[config.mk]
export PLATFORM = sky130hd
export DESIGN_NAME = regfile_sb_flat
export DESIGN_NICKNAME = d
export VERILOG_FILES = /design/src/rtl/regfile_pkg.sv /design/src/rtl/regfile_sb_if.sv /design/src/rtl/regfile_scoreboard.sv /design/src/rtl/regfile_sb.sv /design/src/flat_wrapper.sv
export SDC_FILE = /design/constraint.sdc
export NUM_CORES = 1
export LEC_CHECK = 0
export ABC_AREA = 1
export BUFFER_PORTS_ARGS = -buffer_cell sky130_fd_sc_hd__buf_4
export CORE_MARGIN = 3
export CORE_UTILIZATION = 30
export DETAILED_ROUTE_END_ITERATION = 6
export GPL_TIMING_DRIVEN = 0
export SLEW_MARGIN = 20
export SYNTH_ARGS = -nofsm -noshare
export SYNTH_HDL_FRONTEND = slang
export SYNTH_HIERARCHICAL = 1
export SYNTH_SLANG_ARGS = --single-unit
[constraint.sdc]
create_clock -name clk -period 1.5 [get_ports clk]
set_input_delay 0.075 -clock clk [delete_from_list [all_inputs] [get_ports clk]]
set_output_delay 0.075 -clock clk [all_outputs]
set_load 0.1 [all_outputs]
[src/rtl/regfile_pkg.sv]
// Shared defaults, write-port payload and the operand source-select helper.
package regfile_pkg;

  localparam int unsigned DEF_DW     = 16;
  localparam int unsigned DEF_RN     = 8;
  localparam int unsigned DEF_AW     = 3;
  localparam int unsigned DEF_PC_ADR = 3;
  localparam logic [DEF_DW-1:0] DEF_SF_RST = 16'h0;

  // Widest data/address the select helper handles; callers cast in and out.
  localparam int unsigned SEL_DW = 64;
  localparam int unsigned SEL_AW = 8;

  typedef logic [SEL_DW-1:0] sel_word_t;
  typedef logic [SEL_AW-1:0] sel_adr_t;

  typedef struct packed {
    logic      wr;
    sel_adr_t  adr;
    sel_word_t data;
  } wr_port_t;

  // Operand source: PC alias, then wb bypass, then wa bypass, then bank.
  function automatic sel_word_t src_sel(input sel_adr_t  adr,
                                        input sel_adr_t  pc_adr,
                                        input sel_word_t pc,
                                        input wr_port_t  wa,
                                        input wr_port_t  wb,
                                        input sel_word_t bank);
    sel_word_t res;
    res = bank;
    if (adr == pc_adr)                res = pc;
    else if (wb.wr && wb.adr == adr)  res = wb.data;
    else if (wa.wr && wa.adr == adr)  res = wa.data;
    return res;
  endfunction

endpackage

[src/rtl/regfile_sb_if.sv]
// Register-file bus: read request/response, two write ports, scoreboard and flags.
interface regfile_sb_if
  import regfile_pkg::*;
#(
  parameter int unsigned DW = DEF_DW,
  parameter int unsigned RN = DEF_RN,
  parameter int unsigned AW = DEF_AW
);
  logic          rd_valid;
  logic [AW-1:0] rd_a_adr;
  logic [AW-1:0] rd_b_adr;
  logic [DW-1:0] rd_pc;
  logic          rd_ready;
  logic [DW-1:0] rd_a;
  logic [DW-1:0] rd_b;
  logic          rd_out_vld;
  logic          resv_wr;
  logic [AW-1:0] resv_adr;
  logic          wa_wr;
  logic [AW-1:0] wa_adr;
  logic [DW-1:0] wa_data;
  logic          wb_wr;
  logic [AW-1:0] wb_adr;
  logic [DW-1:0] wb_data;
  logic          sf_alu_wr;
  logic [DW-1:0] sf_alu;
  logic          sf_rmw_wr;
  logic [DW-1:0] sf_rmw;
  logic [RN-1:0] busy;
  logic [DW-1:0] flags;

  modport master (
    output rd_valid, rd_a_adr, rd_b_adr, rd_pc, resv_wr, resv_adr,
           wa_wr, wa_adr, wa_data, wb_wr, wb_adr, wb_data,
           sf_alu_wr, sf_alu, sf_rmw_wr, sf_rmw,
    input  rd_ready, rd_a, rd_b, rd_out_vld, busy, flags
  );

  modport slave (
    input  rd_valid, rd_a_adr, rd_b_adr, rd_pc, resv_wr, resv_adr,
           wa_wr, wa_adr, wa_data, wb_wr, wb_adr, wb_data,
           sf_alu_wr, sf_alu, sf_rmw_wr, sf_rmw,
    output rd_ready, rd_a, rd_b, rd_out_vld, busy, flags
  );
endinterface

[src/rtl/regfile_scoreboard.sv]
// Write-pending scoreboard: one busy bit per register plus per-source ok.
module regfile_scoreboard
  import regfile_pkg::*;
#(
  parameter int unsigned RN     = DEF_RN,
  parameter int unsigned AW     = DEF_AW,
  parameter int unsigned PC_ADR = DEF_PC_ADR
) (
  input  logic          clk,
  input  logic          rst,
  input  logic          resv_wr,
  input  logic [AW-1:0] resv_adr,
  input  logic          wa_wr,
  input  logic [AW-1:0] wa_adr,
  input  logic          wb_wr,
  input  logic [AW-1:0] wb_adr,
  input  logic [AW-1:0] a_adr,
  input  logic [AW-1:0] b_adr,
  output logic [RN-1:0] busy,
  output logic          a_ok_c,
  output logic          b_ok_c
);
  localparam logic [AW-1:0] PC_IDX = AW'(PC_ADR);

  logic [RN-1:0] busy_q;
  logic [RN-1:0] busy_d;

  // Clear on write, set on reservation (set wins), PC never busy.
  always_comb begin
    busy_d = busy_q;
    if (wa_wr)   busy_d[wa_adr]   = 1'b0;
    if (wb_wr)   busy_d[wb_adr]   = 1'b0;
    if (resv_wr) busy_d[resv_adr] = 1'b1;
    busy_d[PC_IDX] = 1'b0;
  end

  // Source usable if PC, not pending, or written this cycle; no resv_wr path.
  always_comb begin
    a_ok_c = (a_adr == PC_IDX) | ~busy_q[a_adr] |
             (wa_wr & (wa_adr == a_adr)) | (wb_wr & (wb_adr == a_adr));
    b_ok_c = (b_adr == PC_IDX) | ~busy_q[b_adr] |
             (wa_wr & (wa_adr == b_adr)) | (wb_wr & (wb_adr == b_adr));
  end

  // Scoreboard register.
  always_ff @(posedge clk) begin
    if (rst) busy_q <= '0;
    else     busy_q <= busy_d;
  end

  assign busy = busy_q;
endmodule

[src/rtl/regfile_sb.sv]
// Two-read / two-write register file with scoreboard, bypass and flag register.
module regfile_sb
  import regfile_pkg::*;
#(
  parameter int unsigned   DW     = DEF_DW,
  parameter int unsigned   RN     = DEF_RN,
  parameter int unsigned   AW     = $clog2(RN),
  parameter int unsigned   PC_ADR = DEF_PC_ADR,
  parameter logic [DW-1:0] SF_RST = DW'(DEF_SF_RST)
) (
  input  logic         clk,
  input  logic         rst,
  regfile_sb_if.slave  bus
);
  localparam logic [AW-1:0] PC_IDX = AW'(PC_ADR);

  logic [DW-1:0] regs_q [RN];
  logic [DW-1:0] regs_d [RN];
  logic [DW-1:0] rd_a_q, rd_a_d;
  logic [DW-1:0] rd_b_q, rd_b_d;
  logic          rd_out_vld_q, rd_out_vld_d;
  logic [DW-1:0] flags_q, flags_d;
  logic          a_ok_c, b_ok_c;
  logic          rd_ready_c;
  wr_port_t      wa_p, wb_p;

  regfile_scoreboard #(
    .RN     (RN),
    .AW     (AW),
    .PC_ADR (PC_ADR)
  ) u_sb (
    .clk      (clk),
    .rst      (rst),
    .resv_wr  (bus.resv_wr),
    .resv_adr (bus.resv_adr),
    .wa_wr    (bus.wa_wr),
    .wa_adr   (bus.wa_adr),
    .wb_wr    (bus.wb_wr),
    .wb_adr   (bus.wb_adr),
    .a_adr    (bus.rd_a_adr),
    .b_adr    (bus.rd_b_adr),
    .busy     (bus.busy),
    .a_ok_c   (a_ok_c),
    .b_ok_c   (b_ok_c)
  );

  assign rd_ready_c = ~bus.rd_valid | (a_ok_c & b_ok_c);

  // Bank update: wb applied after wa so it wins on a shared index; PC writes dropped.
  always_comb begin
    regs_d = regs_q;
    if (bus.wa_wr && bus.wa_adr != PC_IDX) regs_d[bus.wa_adr] = bus.wa_data;
    if (bus.wb_wr && bus.wb_adr != PC_IDX) regs_d[bus.wb_adr] = bus.wb_data;
  end

  // Read pipeline: capture bypassed operands on accept, otherwise hold.
  always_comb begin
    wa_p         = '{wr: bus.wa_wr, adr: SEL_AW'(bus.wa_adr), data: SEL_DW'(bus.wa_data)};
    wb_p         = '{wr: bus.wb_wr, adr: SEL_AW'(bus.wb_adr), data: SEL_DW'(bus.wb_data)};
    rd_a_d       = rd_a_q;
    rd_b_d       = rd_b_q;
    rd_out_vld_d = bus.rd_valid & rd_ready_c;
    if (rd_out_vld_d) begin
      rd_a_d = DW'(src_sel(SEL_AW'(bus.rd_a_adr), SEL_AW'(PC_ADR), SEL_DW'(bus.rd_pc),
                           wa_p, wb_p, SEL_DW'(regs_q[bus.rd_a_adr])));
      rd_b_d = DW'(src_sel(SEL_AW'(bus.rd_b_adr), SEL_AW'(PC_ADR), SEL_DW'(bus.rd_pc),
                           wa_p, wb_p, SEL_DW'(regs_q[bus.rd_b_adr])));
    end
  end

  // Flag register: RMW over ALU, else hold.
  always_comb begin
    flags_d = flags_q;
    if (bus.sf_rmw_wr)      flags_d = bus.sf_rmw;
    else if (bus.sf_alu_wr) flags_d = bus.sf_alu;
  end

  // State registers.
  always_ff @(posedge clk) begin
    if (rst) begin
      for (int i = 0; i < int'(RN); i++) regs_q[i] <= '0;
      rd_a_q       <= '0;
      rd_b_q       <= '0;
      rd_out_vld_q <= 1'b0;
      flags_q      <= SF_RST;
    end else begin
      regs_q       <= regs_d;
      rd_a_q       <= rd_a_d;
      rd_b_q       <= rd_b_d;
      rd_out_vld_q <= rd_out_vld_d;
      flags_q      <= flags_d;
    end
  end

  assign bus.rd_ready   = rd_ready_c;
  assign bus.rd_a       = rd_a_q;
  assign bus.rd_b       = rd_b_q;
  assign bus.rd_out_vld = rd_out_vld_q;
  assign bus.flags      = flags_q;
endmodule

[src/flat_wrapper.sv]
// flat-port wrapper written by rule: the top's interface ports become plain ports
module regfile_sb_flat import regfile_pkg::*;
#(
  parameter int unsigned   DW     = DEF_DW,
  parameter int unsigned   RN     = DEF_RN,
  parameter int unsigned   AW     = $clog2(RN),
  parameter int unsigned   PC_ADR = DEF_PC_ADR,
  parameter logic [DW-1:0] SF_RST = DW'(DEF_SF_RST)
)
  (clk, rst, bus_rd_valid, bus_rd_a_adr, bus_rd_b_adr, bus_rd_pc, bus_resv_wr, bus_resv_adr, bus_wa_wr, bus_wa_adr, bus_wa_data, bus_wb_wr, bus_wb_adr, bus_wb_data, bus_sf_alu_wr, bus_sf_alu, bus_sf_rmw_wr, bus_sf_rmw, bus_rd_ready, bus_rd_a, bus_rd_b, bus_rd_out_vld, bus_busy, bus_flags);
  regfile_sb_if #(.DW(DW), .RN(RN), .AW(AW)) bus_i ();
  input  logic clk;
  input  logic rst;
  input wire logic [$bits(bus_i.rd_valid)-1:0] bus_rd_valid;
  input wire logic [$bits(bus_i.rd_a_adr)-1:0] bus_rd_a_adr;
  input wire logic [$bits(bus_i.rd_b_adr)-1:0] bus_rd_b_adr;
  input wire logic [$bits(bus_i.rd_pc)-1:0] bus_rd_pc;
  input wire logic [$bits(bus_i.resv_wr)-1:0] bus_resv_wr;
  input wire logic [$bits(bus_i.resv_adr)-1:0] bus_resv_adr;
  input wire logic [$bits(bus_i.wa_wr)-1:0] bus_wa_wr;
  input wire logic [$bits(bus_i.wa_adr)-1:0] bus_wa_adr;
  input wire logic [$bits(bus_i.wa_data)-1:0] bus_wa_data;
  input wire logic [$bits(bus_i.wb_wr)-1:0] bus_wb_wr;
  input wire logic [$bits(bus_i.wb_adr)-1:0] bus_wb_adr;
  input wire logic [$bits(bus_i.wb_data)-1:0] bus_wb_data;
  input wire logic [$bits(bus_i.sf_alu_wr)-1:0] bus_sf_alu_wr;
  input wire logic [$bits(bus_i.sf_alu)-1:0] bus_sf_alu;
  input wire logic [$bits(bus_i.sf_rmw_wr)-1:0] bus_sf_rmw_wr;
  input wire logic [$bits(bus_i.sf_rmw)-1:0] bus_sf_rmw;
  output wire logic [$bits(bus_i.rd_ready)-1:0] bus_rd_ready;
  output wire logic [$bits(bus_i.rd_a)-1:0] bus_rd_a;
  output wire logic [$bits(bus_i.rd_b)-1:0] bus_rd_b;
  output wire logic [$bits(bus_i.rd_out_vld)-1:0] bus_rd_out_vld;
  output wire logic [$bits(bus_i.busy)-1:0] bus_busy;
  output wire logic [$bits(bus_i.flags)-1:0] bus_flags;
  assign bus_i.rd_valid = bus_rd_valid;
  assign bus_i.rd_a_adr = bus_rd_a_adr;
  assign bus_i.rd_b_adr = bus_rd_b_adr;
  assign bus_i.rd_pc = bus_rd_pc;
  assign bus_i.resv_wr = bus_resv_wr;
  assign bus_i.resv_adr = bus_resv_adr;
  assign bus_i.wa_wr = bus_wa_wr;
  assign bus_i.wa_adr = bus_wa_adr;
  assign bus_i.wa_data = bus_wa_data;
  assign bus_i.wb_wr = bus_wb_wr;
  assign bus_i.wb_adr = bus_wb_adr;
  assign bus_i.wb_data = bus_wb_data;
  assign bus_i.sf_alu_wr = bus_sf_alu_wr;
  assign bus_i.sf_alu = bus_sf_alu;
  assign bus_i.sf_rmw_wr = bus_sf_rmw_wr;
  assign bus_i.sf_rmw = bus_sf_rmw;
  assign bus_rd_ready = bus_i.rd_ready;
  assign bus_rd_a = bus_i.rd_a;
  assign bus_rd_b = bus_i.rd_b;
  assign bus_rd_out_vld = bus_i.rd_out_vld;
  assign bus_busy = bus_i.busy;
  assign bus_flags = bus_i.flags;
  regfile_sb #(.DW(DW), .RN(RN), .AW(AW), .PC_ADR(PC_ADR), .SF_RST(SF_RST)) u_core (.clk(clk), .rst(rst), .bus(bus_i));
endmodule
==> results of run 1 <==
power breakdown:
| part | total, W | internal, W | switching [W] | leakage (nW) |
|---|---|---|---|---|
| clock | 0.00460 | 0.00248 | 0.00212 | 0.281 |
| sequential | 0.00535 | 0.00515 | 0.000200 | 1.51 |
| combinational | 0.00458 | 0.00131 | 0.00327 | 6.00 |
| total | 0.0145 | 0.00894 | 0.00559 | 7.79 |
flip-flops by register name, summed over array words and instances, names as in the netlist:
name	flops
u_core/bus.flags	16
u_core/bus.rd_a	16
u_core/bus.rd_b	16
u_core/bus.rd_out_vld	1
u_core/regs_q	128
u_core/u_sb/busy	7
worst min-delay path by stage:
| stage | startpoint | endpoint | slack (ns) | depth (start not counted) |
|---|---|---|---|---|
| global route | bus_wb_data[11] | u_core/bus.rd_a[11]$_SDFFE_PP0P_ | 0.02 | 5 |
| CTS | bus_sf_alu[3] | u_core/bus.flags[3]$_SDFFE_PP0P_ | 0.003 | 5 |
| floorplan | rst | u_core/u_sb/busy[0]$_SDFF_PP0_ | 0.13 | 1 |
| finish | bus_wb_data[8] | u_core/bus.rd_a[8]$_SDFFE_PP0P_ | 0.002 | 5 |
| global placement | rst | u_core/u_sb/busy[4]$_SDFF_PP0_ | 0.30 | 2 |
| detailed placement | rst | u_core/u_sb/busy[4]$_SDFF_PP0_ | 0.29 | 2 |
cells by family (layout without fill, tap and decap cells):
family,after synthesis,count (layout),share of synthesized area [%]
simple gates,912,912,30.2
buf+inv,516,768,16.7
compound gates,504,504,23.4
flops,184,184,29.7
other cells,1,2,0.0303
per-stage QoR:
stage                     worst slack [ns]  total power, W  util (%)  TNS (ns)  instance area, um^2
after floorplan                    -0.0527         0.00798         -    -0.697                12500
after global placement              -0.732         0.00952      35.5    -50.92                14300
after detailed placement            -0.715         0.00953      35.5    -50.13                14300
after CTS                           -0.170          0.0144      39.2     -1.48                15800
after global routing                -0.261          0.0150      39.5     -7.33                15900
final                               -0.174          0.0145      39.5     -3.18                15900
layout make-up:
type,count,area [um^2]
timing repair buffer,226,1920
sequential,184,3710
antenna,1,2.50
multi-input combinational,1417,6940
tap,525,657
clock buffer,18,439
clock inverter,10,123
buffer,137,697
fill,4319,24300
inverter,377,1440
cell usage in the layout (no fill, tap or decap), types with 4 or more instances in the layout:
cell type	n
nand2_1	600
inv_1	351
o21ai_0	210
dfxtp_1	177
buf_4	173
nand3_1	166
o211ai_1	144
nor2_1	92
a21oi_1	76
clkbuf_1	67
dlygate4sd3_1	56
buf_2	42
a21oi_2	33
o21ai_1	25
clkbuf_16	18
nand2_2	17
inv_2	15
o21ai_2	15
nand4_1	10
nand3_2	9
buf_6	7
dfxtp_4	7
buf_8	6
nand2_4	6
clkinv_1	5
clkinv_2	4
buf_1	4
worst max-delay path: cells and delay by family:
family,cells,cell delay [ns]
buf+inv,4,0.77
compound gates,2,0.55
simple gates,4,0.62
per-layer routing:
metal | global-route usage [%] | up-vias
met1 | 37.8 | 7192
met4 | 15.0 | 2
li1 | - | 7229
met5 | 0 | -
met2 | 44.9 | 878
met3 | 6.04 | 137
repair_timing:
item / CTS / global route
gates resized for setup: 88 / 42
setup buffers: 7 / 0
endpoints found under the hold margin: 44 / 0
setup endpoints to repair: 53 / 50
pin swaps: 34 / 25
gates cloned: 4 / 1
hold buffers: 56 / 0
==> run metrics, run 1 <==
CTS sink count=around 180; first-pass GRT wire length=93,700 um; top_reg_cell synth=dfxtp_1; GRT Total Usage=around 29%; metal1 wirelength=27,200 um; fin nets=about 2.5k; worst ir drop on vdd=roughly 0.00076 V; gpl congestion=between 1 and 1.5; mapped cell area=~12,000 um^2; failing checks=negative setup slack; Hold WS=approximately 0.0024 ns; most common cell in the netlist=nand2_1; IO Port Bufs=~160; Worst slew margin=41.4%; Final Cycle Share=112%; CP Class=input pin to flip-flop; RSZ-0062 raised after global routing=yes; clk root buf=clkbuf_16; flops & latches, synth=around 180; Leak Pwr=between 7 and 8 nW; slowest CP cell=o211ai_1; met3 wirelength from detailed routing=6150 um; minimum clock period after layout=approximately 1.7 ns; Synth Area per Inst=between 5 and 6 um^2; RR Startpoint=u_core/u_sb/busy[0]$_SDFF_PP0_; GRT overflow=0; DIE HEIGHT=209 um; Final Hold Viols=0; DR top layer=met5; routed len/inst=around 23 um; largest net degree at the start of global routing=17; count of antenna-violating nets left after detailed routing=0; CP max stage delay=between 0.3 and 0.4 ns; crit-path cells=buf_4 > buf_4 > buf_2 > buf_2 > o211ai_1 > nand3_2 > nand3_1 > nand3_1 > a21oi_2 > nor2_1; worst setup margin=-0.174 ns; # placed instances=around 2.8k; largest area contributor in the netlist=dfxtp_1; initial antenna violation count=3; flop-to-flop setup slack=-0.16 ns; crit path to=u_core/bus.rd_b[10]$_SDFFE_PP0P_; pins over their slew limit=0; DRC Markers=0; DPL Wire Length=around 49,000 um; CP max FO=10; Reg2Reg Depth=12; Worst Hold Class=input pin to flip-flop; reg-to-reg endpoint=u_core/bus.rd_b[0]$_SDFFE_PP0P_; final std cells w/o fill=between 2k and 3k; top cell type's share of synthesized area=29.7%; Req. time, crit path=roughly 1.9 ns; outcome=complete, but fails checks; ys async rst share=0%; via count=approximately 15k; number of core rows=73; Syn Nets=roughly 2.2k; Clock Skew=approximately 0.016 ns; max cap viols=0; Worst-Skew Late Latency=between 0.4 and 0.5 ns; CTS buffer count=17; Pwr Density=just over 900 nW/um^2; EDFF count, synth=0; WL final=roughly 66,000 um; Post-synth top cells=nand2_1 (619), inv_1 (358), o21ai_0 (228); CP Launch Point=bus_rd_b_adr[0]; synth top area cells=dfxtp_1 (30%), nand2_1 (19%), inv_1 (11%), o21ai_0 (9.2%), o211ai_1 (8.7%); crit path DAT=between 2 and 2.5 ns; IO Pins=~160; Seq/Total Area, Yosys=29.7%; Synth cell types=30; Initial Util=slightly above 30%; area delta synth->final=28.6%; CTS tree=yes; slew of the pin with the lowest slew margin=about 0.9 ns; fmax=597 MHz; ratio of cells with drive above 1 in the final layout=~16%; Worst setup SP type=input pin; die area=43,800 um^2; Final setup viols=34; Crit. End Element=flip-flop; number of global-route vias before repair=roughly 14k; Bufs on Longest Clock Path=2; Met2 Routed Length=28,800 um; First-pass DRT Iterations=6; initial detailed-routing violation count=~2k; chip width=209 um; CTS H-tree lvls=4; drt via density=around 5.3; warnings from Yosys=6; Worst-path clk slew=roughly 0.080 ns; core region area=about 40,000 um^2; Synth Instances=between 2k and 2.5k
No activity file was read; power rests on OpenSTA's default activity.
==> inputs of run 2 (changes only) <==
Settings changed: CAP_MARGIN set to 20.
Clock period 1.5 ns to 1.6 ns, I/O delays scaled along.
==> run 2 against run 1 <==
The flow finishes with violations (design-rule violations, negative setup slack). Flip-flop and latch count unchanged. Via count up 0.16%. Sequential power down 6.2%. Clock skew fell by 0.0032 ns. Critical path type is now flip-flop to flip-flop. Critical endpoint is now u_core/bus.rd_a[15]$_SDFFE_PP0P_. Largest cell class unchanged. Largest power group unchanged. Highest routed layer is now met4.
==> run metrics, run 2 (synthesis gave the netlist of run 1 again) <==
Worst setup SP type=flip-flop; failing checks=design-rule violations, negative setup slack; worst ir drop on vdd=0.000690 V; initial antenna violation count=0; minimum clock period after layout=roughly 1.6 ns; Worst-Skew Late Latency=around 0.47 ns; Final Cycle Share=103%; CP Buf/Inv Count=2; Clock Skew=approximately 0.013 ns; Comb power frac=between 30% and 40%; first-pass GRT wire length=94,000 um; CTS H-tree lvls=4; clock group share of total power=around 32%; First-pass DRT Iterations=7; via count=between 15k and 20k; Leak Pwr=between 7 and 8 nW; Int Power=approximately 0.0083 W; Worst slew margin=40.3%; worst setup margin=-0.0488 ns; Final setup viols=9; outcome=complete, but fails checks; Net Sw Frac=approximately two fifths; DPL Wire Length=approximately 49,000 um; CP Launch Point=u_core/u_sb/busy[1]$_SDFF_PP0_; Final Hold Viols=0; area delta synth->final=27.5%; CP max FO=7; Initial Util=about 31%; DIE HEIGHT=between 200 and 250 um; slowest CP cell=dfxtp_4; crit path to=u_core/bus.rd_a[15]$_SDFFE_PP0P_; initial detailed-routing violation count=1,755; Place WS=-0.498 ns; # placed instances=roughly 2.8k; CP Class=flip-flop to flip-flop; gpl congestion=between 1 and 1.5; WL final=~65,000 um; Worst Hold Class=input pin to flip-flop; RSZ-0062 raised after global routing=yes; routed len/inst=22.4 um; CTS buffer count=17; Bufs on Longest Clock Path=2; flop-to-flop setup slack=-0.05 ns; setup TNS=-0.251 ns; most frequent cells in the layout=nand2_1 (603), inv_1 (351), o21ai_0 (218); ratio of cells with drive above 1 in the final layout=14.7%; CTS tree=yes; reg-to-reg endpoint=u_core/bus.rd_a[15]$_SDFFE_PP0P_; Pwr Density=859 nW/um^2; fin nets=between 2k and 2.5k; clk root buf=clkbuf_16; Stages on worst setup path=12; crit path DAT=approximately 2.0 ns; Hold WS=0.0230 ns; GRT overflow=0; DRC Markers=1; chip width=between 200 and 250 um; DP Area=14,300 um^2; CTS sink count=between 150 and 200; final std cells w/o fill=around 2.9k; max cap viols=0; Reg2Reg Depth=12; drt via density=about 5.3; kind of cell adding the most delay to the critical path=simple AND/OR/NAND/NOR gates; max reg flops=~130; Req. time, crit path=between 1.5 and 2 ns; Largest Register=u_core/regs_q; Crit. End Element=flip-flop; most frequent CP cell=nand2_2; pins over their slew limit=0; count of antenna-violating nets left after detailed routing=0; slew of the pin with the lowest slew margin=just under 0.9 ns; sw power=around 0.0052 W; Fillers=~4.4k; die area=43,800 um^2; Worst-path clk slew=roughly 0.08 ns; Finished Cell Area=15,800 um^2; core region area=just over 40,000 um^2; crit-path cells=inv_4 > nand2_2 > nand3_2 > nand2_2 > nand2_1 > nand2_1 > nand2_2 > nand3_4 > inv_6 > o21ai_0 > a21oi_1 > nor2_1; largest net degree at the start of global routing=17; CP max stage delay=around 0.36 ns; number of global-route vias before repair=roughly 14k; IO Pins=approximately 160; IO Port Bufs=158; GRT Total Usage=between 20% and 30%; fmax=slightly above 600 MHz; RR Startpoint=u_core/u_sb/busy[1]$_SDFF_PP0_; commonest non-fill, non-tap cell in the layout=nand2_1; ant diodes=0; Reg power frac=a little under two fifths; number of core rows=between 70 and 80
run 2: cell count changes in the layout (fill, tap and decap cells not counted), sizes merged:
cell,delta
buf,-8
clkbuf,+7
clkinv,-1
clkinvlp,+2
diode,-1
dlygate4sd3,+4
run 2: power groups by stage:
stage	clock, W	sequential, W	combinational [W]
2_1_floorplan	0	0.00585	0.00161
3_3_place_gp	0	0.00510	0.00378
3_5_place_dp	0	0.00511	0.00379
4_1_cts	0.00449	0.00501	0.00395
5_1_grt	0.00465	0.00504	0.00439
6_report	0.00439	0.00502	0.00415
run 2: how the worst min path moves through the flow:
stage | start | endpoint | slack [ns] | cells after the start
global placement | rst | u_core/u_sb/busy[7]$_SDFF_PP0_ | 0.30 | 2
detailed placement | rst | u_core/u_sb/busy[1]$_SDFF_PP0_ | 0.31 | 2
finish | bus_sf_alu[11] | u_core/bus.flags[11]$_SDFFE_PP0P_ | 0.02 | 5
global route | bus_rd_pc[13] | u_core/bus.rd_b[13]$_SDFFE_PP0P_ | 0.04 | 5
floorplan | rst | u_core/u_sb/busy[0]$_SDFF_PP0_ | 0.14 | 1
CTS | bus_sf_alu[8] | u_core/bus.flags[8]$_SDFFE_PP0P_ | 0.0001 | 5
run 2: layout make-up:
| cell class | count | area (um^2) | share of cell area, % |
|---|---|---|---|
| Multi-Input combinational cell | 1417 | 6820 | 43.2 |
| Tap cell | 525 | 657 | 4.16 |
| Inverter | 377 | 1440 | 9.13 |
| Clock buffer | 19 | 443 | 2.81 |
| Clock inverter | 11 | 141 | 0.895 |
| Buffer | 139 | 701 | 4.44 |
| Sequential cell | 184 | 3710 | 23.5 |
| Timing Repair Buffer | 226 | 1880 | 11.9 |
run 2: worst register-to-register path, cell delays in order, from the launching register on:
cell and delay [ns]:
dfxtp_4 0.36, inv_4 0.07, nand2_2 0.05, nand3_2 0.07, nand2_2 0.06, nand2_1 0.05
nand2_1 0.05, nand2_2 0.09, nand3_4 0.17, inv_6 0.16, o21ai_0 0.13, a21oi_1 0.22
nor2_1 0.07
run 2: per-layer routing:
| metal | GRT usage [%] | vias up | wire length (um) | share of wire (%) |
|---|---|---|---|---|
| li1 | - | 7228 | - | - |
| met1 | 37.8 | 7187 | 26900 | 41 |
| met2 | 44.4 | 886 | 28000 | 43 |
| met3 | 7.00 | 162 | 6320 | 9.7 |
| met4 | 13.8 | 0 | 3670 | 5.7 |
| met5 | 0 | - | 0 | 0 |
run 2: repair_timing:
action / 4_1_cts / 5_1_grt
setup endpoints to repair: 32 / 59
gates cloned: 0 / 2
hold buffers: 60 / 0
buffers inserted: 4 / 2
pin swaps: 9 / 25
hold endpoints to repair: 49 / 0
gates resized for setup: 21 / 78
run 2: through the flow:
stage               power, W  utilization [%]
global route          0.0141             39.2
CTS                   0.0134             38.6
finish                0.0136             39.2
global placement     0.00888             35.4
floorplan            0.00747                -
detailed placement   0.00890             35.4
